### src/rtl/pixel_scan_sequencer_pkg.sv
// Shared types and defaults for the pixel scan sequencer and its axis counters.
package pixel_scan_sequencer_pkg;

    localparam int unsigned COORD_W       = 10;
    localparam int unsigned H_RES_DEFAULT = 800;
    localparam int unsigned V_RES_DEFAULT = 600;

    typedef logic [COORD_W-1:0] coord_t;

    typedef struct packed {
        coord_t x;
        coord_t y;
    } pixel_coord_t;

    typedef enum logic [1:0] {
        IDLE,
        SCAN,
        DRAIN,
        DONE
    } scan_state_t;

endpackage

### src/rtl/pixel_axis_counter.sv
// One raster axis: counts 0..MAX, wrapping to 0; wrap flags the advance out of MAX.
module pixel_axis_counter
    import pixel_scan_sequencer_pkg::*;
#(
    parameter int unsigned MAX = 1023
) (
    input  logic   clk_i,
    input  logic   en_i,
    input  logic   clr_i,
    output coord_t count_o,
    output logic   wrap_o
);

    localparam coord_t MAX_C = coord_t'(MAX);

    coord_t count_q, count_d;

    always_comb begin
        count_d = count_q;
        if (clr_i) begin
            count_d = '0;
        end else if (en_i) begin
            count_d = (count_q == MAX_C) ? '0 : count_q + coord_t'(1);
        end
    end

    always_ff @(posedge clk_i) begin
        count_q <= count_d;
    end

    assign count_o = count_q;
    assign wrap_o  = en_i && (count_q == MAX_C);

endmodule

### src/rtl/pixel_scan_sequencer.sv
// Raster-order pixel coordinate generator with pipeline drain and frame-done signalling.
module pixel_scan_sequencer
    import pixel_scan_sequencer_pkg::*;
#(
    parameter int unsigned H_RES        = H_RES_DEFAULT,
    parameter int unsigned V_RES        = V_RES_DEFAULT,
    parameter int unsigned PIPE_LATENCY = 8,
    parameter int unsigned FCNT_W       = 16
) (
    input  logic              sysclk,
    input  logic              rst,
    input  logic              start,
    input  logic              abort,
    input  logic              stall,
    output logic [9:0]        pixel_x,
    output logic [9:0]        pixel_y,
    output logic              pixel_valid,
    output logic              sof,
    output logic              eol,
    output logic              busy,
    output logic              frame_done,
    output logic [FCNT_W-1:0] frame_count
);

    if (H_RES > 1024 || V_RES > 1024) begin : g_res_check
        $error("pixel_scan_sequencer: H_RES and V_RES must not exceed 1024");
    end
    if (PIPE_LATENCY < 1) begin : g_lat_check
        $error("pixel_scan_sequencer: PIPE_LATENCY must be at least 1");
    end

    localparam coord_t            H_MAX      = coord_t'(H_RES - 1);
    localparam int unsigned       DRAIN_W    = (PIPE_LATENCY > 1) ? $clog2(PIPE_LATENCY) : 1;
    localparam logic [DRAIN_W-1:0] DRAIN_LOAD = DRAIN_W'(PIPE_LATENCY - 1);

    scan_state_t        state_q;
    logic               valid_q, sof_q, eol_q, busy_q, done_q;
    logic [FCNT_W-1:0]  fcnt_q;
    logic [DRAIN_W-1:0] drain_q;

    pixel_coord_t coord;
    coord_t       x_nxt;
    logic         start_ok, abort_ok, scan_adv, cnt_clr;
    logic         x_wrap, y_wrap;

    always_comb begin
        start_ok = (state_q == IDLE) && start;
        abort_ok = abort && ((state_q == SCAN) || (state_q == DRAIN));
        scan_adv = (state_q == SCAN) && !stall && !abort;
        cnt_clr  = rst || start_ok || abort_ok;
        x_nxt    = x_wrap ? '0 : coord.x + coord_t'(1);
    end

    // y advances on x wrap; y wrap is therefore the edge that leaves the last pixel
    pixel_axis_counter #(.MAX(H_RES - 1)) u_x_cnt (
        .clk_i  (sysclk),
        .en_i   (scan_adv),
        .clr_i  (cnt_clr),
        .count_o(coord.x),
        .wrap_o (x_wrap)
    );

    pixel_axis_counter #(.MAX(V_RES - 1)) u_y_cnt (
        .clk_i  (sysclk),
        .en_i   (x_wrap),
        .clr_i  (cnt_clr),
        .count_o(coord.y),
        .wrap_o (y_wrap)
    );

    always_ff @(posedge sysclk) begin
        if (rst) begin
            state_q <= IDLE;
            valid_q <= 1'b0;
            sof_q   <= 1'b0;
            eol_q   <= 1'b0;
            busy_q  <= 1'b0;
            done_q  <= 1'b0;
            fcnt_q  <= '0;
            drain_q <= '0;
        end else begin
            done_q <= 1'b0;
            case (state_q)
                IDLE: begin
                    if (start) begin
                        state_q <= SCAN;
                        busy_q  <= 1'b1;
                        valid_q <= 1'b1;
                        sof_q   <= 1'b1;
                        eol_q   <= (H_MAX == '0);
                    end
                end
                SCAN: begin
                    if (abort) begin
                        state_q <= IDLE;
                        busy_q  <= 1'b0;
                        valid_q <= 1'b0;
                        sof_q   <= 1'b0;
                        eol_q   <= 1'b0;
                    end else if (!stall) begin
                        sof_q <= 1'b0;
                        if (y_wrap) begin
                            state_q <= DRAIN;
                            valid_q <= 1'b0;
                            eol_q   <= 1'b0;
                            drain_q <= DRAIN_LOAD;
                        end else begin
                            eol_q <= (x_nxt == H_MAX);
                        end
                    end
                end
                DRAIN: begin
                    if (abort) begin
                        state_q <= IDLE;
                        busy_q  <= 1'b0;
                    end else if (!stall) begin
                        if (drain_q == '0) begin
                            state_q <= DONE;
                            busy_q  <= 1'b0;
                            done_q  <= 1'b1;
                            fcnt_q  <= fcnt_q + FCNT_W'(1);
                        end else begin
                            drain_q <= drain_q - DRAIN_W'(1);
                        end
                    end
                end
                DONE: begin
                    state_q <= IDLE;
                end
                default: begin
                    state_q <= IDLE;
                    busy_q  <= 1'b0;
                    valid_q <= 1'b0;
                    sof_q   <= 1'b0;
                    eol_q   <= 1'b0;
                end
            endcase
        end
    end

    assign pixel_x     = coord.x;
    assign pixel_y     = coord.y;
    assign pixel_valid = valid_q;
    assign sof         = sof_q;
    assign eol         = eol_q;
    assign busy        = busy_q;
    assign frame_done  = done_q;
    assign frame_count = fcnt_q;

endmodule
### config.mk
export PLATFORM = sky130hd
export DESIGN_NAME = pixel_scan_sequencer
export DESIGN_NICKNAME = d
export VERILOG_FILES = /design/src/rtl/pixel_scan_sequencer_pkg.sv /design/src/rtl/pixel_axis_counter.sv /design/src/rtl/pixel_scan_sequencer.sv
export SDC_FILE = /design/constraint.sdc
export NUM_CORES = 1
export LEC_CHECK = 0
export CAP_MARGIN = 40
export CORE_UTILIZATION = 35
export DETAILED_ROUTE_END_ITERATION = 8
export PLACE_DENSITY = 0.69
export SYNTH_ARGS = -nofsm -noshare
export SYNTH_HDL_FRONTEND = slang
export SYNTH_SLANG_ARGS = --single-unit
### constraint.sdc
create_clock -name sysclk -period 3.1 [get_ports sysclk]
set_clock_uncertainty 0.15 [all_clocks]
set_input_delay 0.775 -clock sysclk [delete_from_list [all_inputs] [get_ports sysclk]]
set_output_delay 0.775 -clock sysclk [all_outputs]
set_load 0.01 [all_outputs]
Yosys cells after proc, flatten, opt, wreduce, memory -nomap -nowiden:

Cells that the tools add are included.

* mux-type cells: 37
* reductions and logical operators: 23
* add/subtract/negate cells: 4
* bitwise logic cells: 3
* equal/unequal tests: 18

Operators by type and width (number)
* $eq 10x10->1 const B: 3
* $mux 10: 3
* $add 10x1->10 const B: 2
* $mux 3: 6
* $add 16x1->16 const B: 1
* $mux 1: 15
* $mux 2: 7
* $ne 2x2->1 const B: 7
* $reduce_and 5->1: 2
* $pmux 2 s4: 1
* $reduce_and 4->1: 2
* $reduce_and 7->1: 1
* $logic_and 1x1->1: 6
* $ne 3x2->1 const B: 2
* $ne 3x3->1 const B: 2
* $pmux 1 s2: 3
* $pmux 3 s2: 1
* $eq 2x2->1 const B: 2
* $reduce_bool 2->1: 2
* $reduce_or 4->1: 1
* $logic_not 3->1: 1
* $logic_or 1x1->1: 3
* $not 1->1: 3
* $pmux 1 s3: 1
* 7 further kinds: 8

* input bits: 5
* output and inout port bits: 41
* register bits: 46

Logic depth before layout (Yosys ltp):

* depth in word-level cells: 10
* gate-level depth with buffers: 9
* depth with buffers taken out: 8

Cells and area by module:

From an unflattened synthesis, not the netlist that was laid out.

* cell total of the unflattened synthesis: 267
* area total of the unflattened synthesis: 2393.5 sq um

Modules (own cells, without submodules)
* pixel_scan_sequencer: times used 1, sequential area each 520.5 sq um, area an instance 1387.6 sq um, cells each 160
* pixel_axis_counter (u_y_cnt): times used 1, sequential area each 200.2 sq um, area an instance 519.2 sq um, cells each 53
* pixel_axis_counter (u_x_cnt): times used 1, sequential area each 200.2 sq um, area an instance 486.7 sq um, cells each 54

Worst setup path before layout:

OpenSTA, ideal clock, no wires.

* path kind: input to register
* from: input abort
* to: register u_x_cnt.count_q[9], in the netlist u_x_cnt.count_o[9]
* setup time: 0.091 ns
* data arrival time: 2.235 ns
* stages on the path: 6
* setup slack: 0.624 ns
* cell sequence: buf_2 > or3b_1 > clkbuf_1 > a21oi_1 > a41oi_1 > a311oi_1

* word-level cells in the longest chain between the ends: 2

RTL lines
* from (decl): line pixel_scan_sequencer.sv:13 `input logic abort,`
* $logic_not 1->1 or $logic_and 1x1->1 (tied branches): line pixel_scan_sequencer.sv:49, pixel_scan_sequencer.sv:48
* $logic_and 1x1->1 or $logic_or 1x1->1 (tied branches): line pixel_scan_sequencer.sv:49, pixel_scan_sequencer.sv:50
* to (signal assigned): line pixel_axis_counter.sv:28 `count_q <= count_d;`
* to (decl): line pixel_axis_counter.sv:16 `coord_t count_q, count_d;`

Several ways; a longest one is shown, not always the timed one.
A chain may end at the register's enable or synchronous reset.

Worst setup path in the final report:

* from: input stall
* to: register drain_q[1]

* word-level cells in the longest chain between the ends: 7

RTL lines
* from (decl): line pixel_scan_sequencer.sv:14 `input logic stall,`
* $logic_not 1->1
* $logic_and 1x1->1 (2 in series): line pixel_scan_sequencer.sv:49 `scan_adv = (state_q == SCAN) && !stall && !abort;`
* $logic_and 1x1->1 (2 in series): line pixel_axis_counter.sv:32 `assign wrap_o = en_i && (count_q == MAX_C);`
* $ne 2x1->1 (no source line)
* $reduce_and 7->1 (no source line) (*)
* to (signal assigned): line pixel_scan_sequencer.sv:123 `drain_q <= drain_q - DRAIN_W'(1);`
* to (decl): line pixel_scan_sequencer.sv:39 `logic [DRAIN_W-1:0] drain_q;`

Every way passes the cells marked *; elsewhere a longest branch is shown, timed or not.

==> out/qor.log <==
[yosys] top cell type by total area after synthesis dfxtp_1
[setup_path] worst setup path endpoint drain_q[1]
[die] core area 0.00676 sq mm
[min_path] classification of the worst-slack hold path flop to flop
[detailed_routing] number of detailed-route iterations in the first pass 4
[sta] Fin Setup TNS 0 ns
[finish] non-filler cells in the finished layout 401
[setup_path] first element of the critical path stall
[power_and_ir_drop] pwr dens 396 mW/mm^2
[place] I/O Buffers 45
[grt] wire length of the first global-routing pass 8950 microns
[sta] number of endpoints failing setup at the final stage 0
[detailed_routing] vias per cell 5.18
[setup_path] master of the slowest instance on the critical path clkdlybuf4s50_1
[finish] final core utilization 45.8%
[setup_path] Setup crit start kind input port
[yosys] number of warnings issued by yosys 0
[detailed_routing] Residual DRC 0
[die] row count 30
[setup_path] crit path cell chain clkdlybuf4s50_1 -> nor3b_2 -> nand2_1 -> o41ai_1 -> nor4b_2 -> a221oi_1
[yosys] register area share after synthesis 37.7%
[setup_path] Critical Path AT 2.70 ns
[sta] setup repair after global routing missed its margin no
[setup_path] maximum cell stage delay along the critical path 0.54 ns
[yosys] number of nets produced by synthesis 291
[sta] final number of max-transition violations 0
[yosys] count of flip-flops with a built-in enable after synthesis 0
[finish] most frequent cells in the layout dfxtp_1 (46), clkdlybuf4s50_1 (45), nor2_1 (41)
[power_and_ir_drop] Max VDD drop 0.171 mV
[place] Worst Setup Slack post-DPL 0.127 ns
[clock_tree] maximum count of clock buffers along a single path 2
[finish] proportion of layout cells with a drive suffix above 1 7.17%
[place] post-detailed-placement half-perimeter wirelength 3840 microns
[sta] slew at the pin with the worst max-slew slack 0.522 ns
[outcome] run status complete, no violations
[detailed_routing] Via Count 2076
[sta] fin crit share 86.4%
[grt] antenna violations before repair 0
[finish] Antenna diodes 0
[setup_path] WS Path Type input port to flop
[yosys] fraction of post-synthesis cell area in the top cell type by area 37.7%
[sta] Final min period 2.68 ns
[yosys] mean cell area of the mapped netlist 8.84 sq um
[clock_tree] cts bufs inserted 5
[detailed_routing] Antenna Nets Post-Route 0
[die] width of the die 85.5 microns
[power_and_ir_drop] Static Leak 1.07 nW
[detailed_routing] Starting DRT DRC Count 58
[grt] via count of the first global-routing pass 1885
[clock_tree] # hold bufs at CTS 0
[setup_path] maximum net fanout on the critical path 8
[job] max-cap violations 0
[setup_path] reg-to-reg setup timing slack 0.65 ns
[die] Die Height 85.5 microns
[clock_tree] Clk Latency, worst-skew pair 0.30 ns
[detailed_routing] final routed wirelength across all metal layers 5360 microns
[yosys] number of instances in the synthesized netlist 276
[grt] overflow left after global routing 0
[yosys] main area contributors after synthesis dfxtp_1 (38%), xor2_1 (9.3%), nor2_1 (6.3%)
[clock_tree] CTS Root Cell clkbuf_8
[place] global placer's final weighted congestion 0.807
[yosys] area of the mapped netlist 0.00244 sq mm
[setup_path] sort of element at the end of the critical path flop
[sta] worst max-slew margin expressed relative to the limit 64.7%
[finish] Post-layout nets 335
[setup_path] critical register-to-register path startpoint state_q[1]
[clock_tree] CTS tree yes
[finish] post-synthesis to final-layout area growth 26.7%
[place] number of placed instances, taps included 393
[yosys] number of library cell types mapped by synthesis 48
[yosys] async set-reset flop share out of synthesis 0%
[yosys] Post-synth top flop dfxtp_1
[clock_tree] number of sinks driven by the clock tree 46
[clock_tree] number of H-tree levels 2
[sta] achievable frequency 373 MHz
[sta] Setup WS post-layout 0.422 ns
[setup_path] path depth of the worst reg2reg path 7
[sta] tightest hold margin 0.328 ns
[clock_tree] clock-pin slew reported for the worst setup and hold paths after clock tree synthesis 0.08 ns
[die] DIE AREA 0.00731 sq mm
[finish] Layout fillers 670
[die] I/O Pins 46
[grt] GRT Total Usage 15.2%
[yosys] FF+latch count, synth 46
[detailed_routing] average routed wire per standard cell 13.4 microns
[setup_path] capturing point of the worst reg2reg path drain_q[1]
[clock_tree] post-CTS setup repair buffer count 0
[setup_path] required time of the critical path 3.13 ns
[finish] most common library cell in the layout ignoring fill and taps dfxtp_1
[die] Starting Density 36.1%
[grt] largest net degree at the start of global routing 21
[sta] final count of hold timing violations 0
[clock_tree] post-CTS resize count 0
==> sequential cells by signal (all words and copies together) (netlist names) <==
name             cells
sof                  1
frame_done           1
state_q              2
frame_count         16
u_y_cnt.count_o     10
pixel_valid          1
u_x_cnt.count_o     10
eol                  1
busy                 1
drain_q              3
==> cell usage after synthesis, types with 2 or more instances <==
| library cell | n |
|---|---|
| and3_1 | 7 |
| nor2b_1 | 4 |
| dfxtp_1 | 46 |
| nand2b_1 | 4 |
| mux2i_1 | 3 |
| or3_1 | 2 |
| inv_1 | 7 |
| a41oi_1 | 3 |
| nor3_1 | 3 |
| a221oi_1 | 2 |
| xnor2_1 | 5 |
| nand3b_1 | 5 |
| a211oi_1 | 3 |
| xor2_1 | 26 |
| nand4_1 | 8 |
| o21ai_0 | 3 |
| nor3b_1 | 2 |
| and2_1 | 2 |
| nand2_1 | 18 |
| ha_1 | 10 |
| clkbuf_1 | 9 |
| nand3_1 | 15 |
| a31oi_1 | 4 |
| a21oi_1 | 8 |
| and4_1 | 6 |
| buf_2 | 6 |
| nor2_1 | 41 |
| a311oi_1 | 4 |
==> worst max-delay path, delay by kind of cell <==
kind / cells / cell delay [ns]
simple gates: 3 / 0.73
compound gates: 2 / 0.65
buf+inv: 1 / 0.54
==> per-layer routing <==
layer / global-route usage [%] / part of all wire (%) / vias to the layer above
met1: 19.7 / 48 / 976
met2: 24.8 / 47 / 33
li1: - / - / 1062
met3: 4.14 / 4.5 / 5
met4: 4.09 / 1.0 / 0
met5: 0 / 0 / -
==> worst min-delay path by stage <==
stage / start / endpoint / slack (ns) / cells past startpoint
after CTS: drain_q[0] / drain_q[0] / 0.33 / 1
after detailed placement: drain_q[0] / drain_q[0] / 0.31 / 1
after global placement: drain_q[0] / drain_q[0] / 0.31 / 1
after global routing: drain_q[0] / drain_q[0] / 0.37 / 1
after floorplan: drain_q[0] / drain_q[0] / 0.29 / 1
final: drain_q[0] / drain_q[0] / 0.33 / 1
==> final cells by class <==
class	count	area, sq um	share of cell area (%)
Multi-Input combinational cell	208	1430	46.2
Timing Repair Buffer	52	503	16.3
Clock buffer	5	68.8	2.23
Clock inverter	3	43.8	1.42
Tap cell	80	100	3.24
Inverter	7	26.3	0.850
Sequential cell	46	921	29.8
==> stage by stage <==
step                      area (sq um)  total power [mW]
after CTS                         3090              1.24
after global routing              3090              1.28
after global placement            2980             0.771
after floorplan                   2440             0.721
final                             3090              1.22
after detailed placement          2980             0.774
==> power breakdown <==
group	internal (mW)	switching, mW	leakage [nW]
clock	0.242	0.220	0.0585
combinational	0.0665	0.0813	0.643
sequential	0.604	0.00949	0.372
==> cell families (layout without fill, tap and decap cells) <==
| kind of cell | count (synthesis) | in the layout | share of synthesized area (%) |
|---|---|---|---|
| adder cells (fa/ha/maj) | 10 | 10 | 5.13 |
| multiplexers | 3 | 3 | 1.23 |
| flip-flops | 46 | 46 | 37.7 |
| XOR/XNOR | 31 | 31 | 11.1 |
| AND/OR/NAND/NOR | 129 | 129 | 30.8 |
| buffers and inverters | 22 | 67 | 3.69 |
| AO/OA/AOI/OAI | 35 | 35 | 10.3 |
Power figures use the tool's default switching activity.
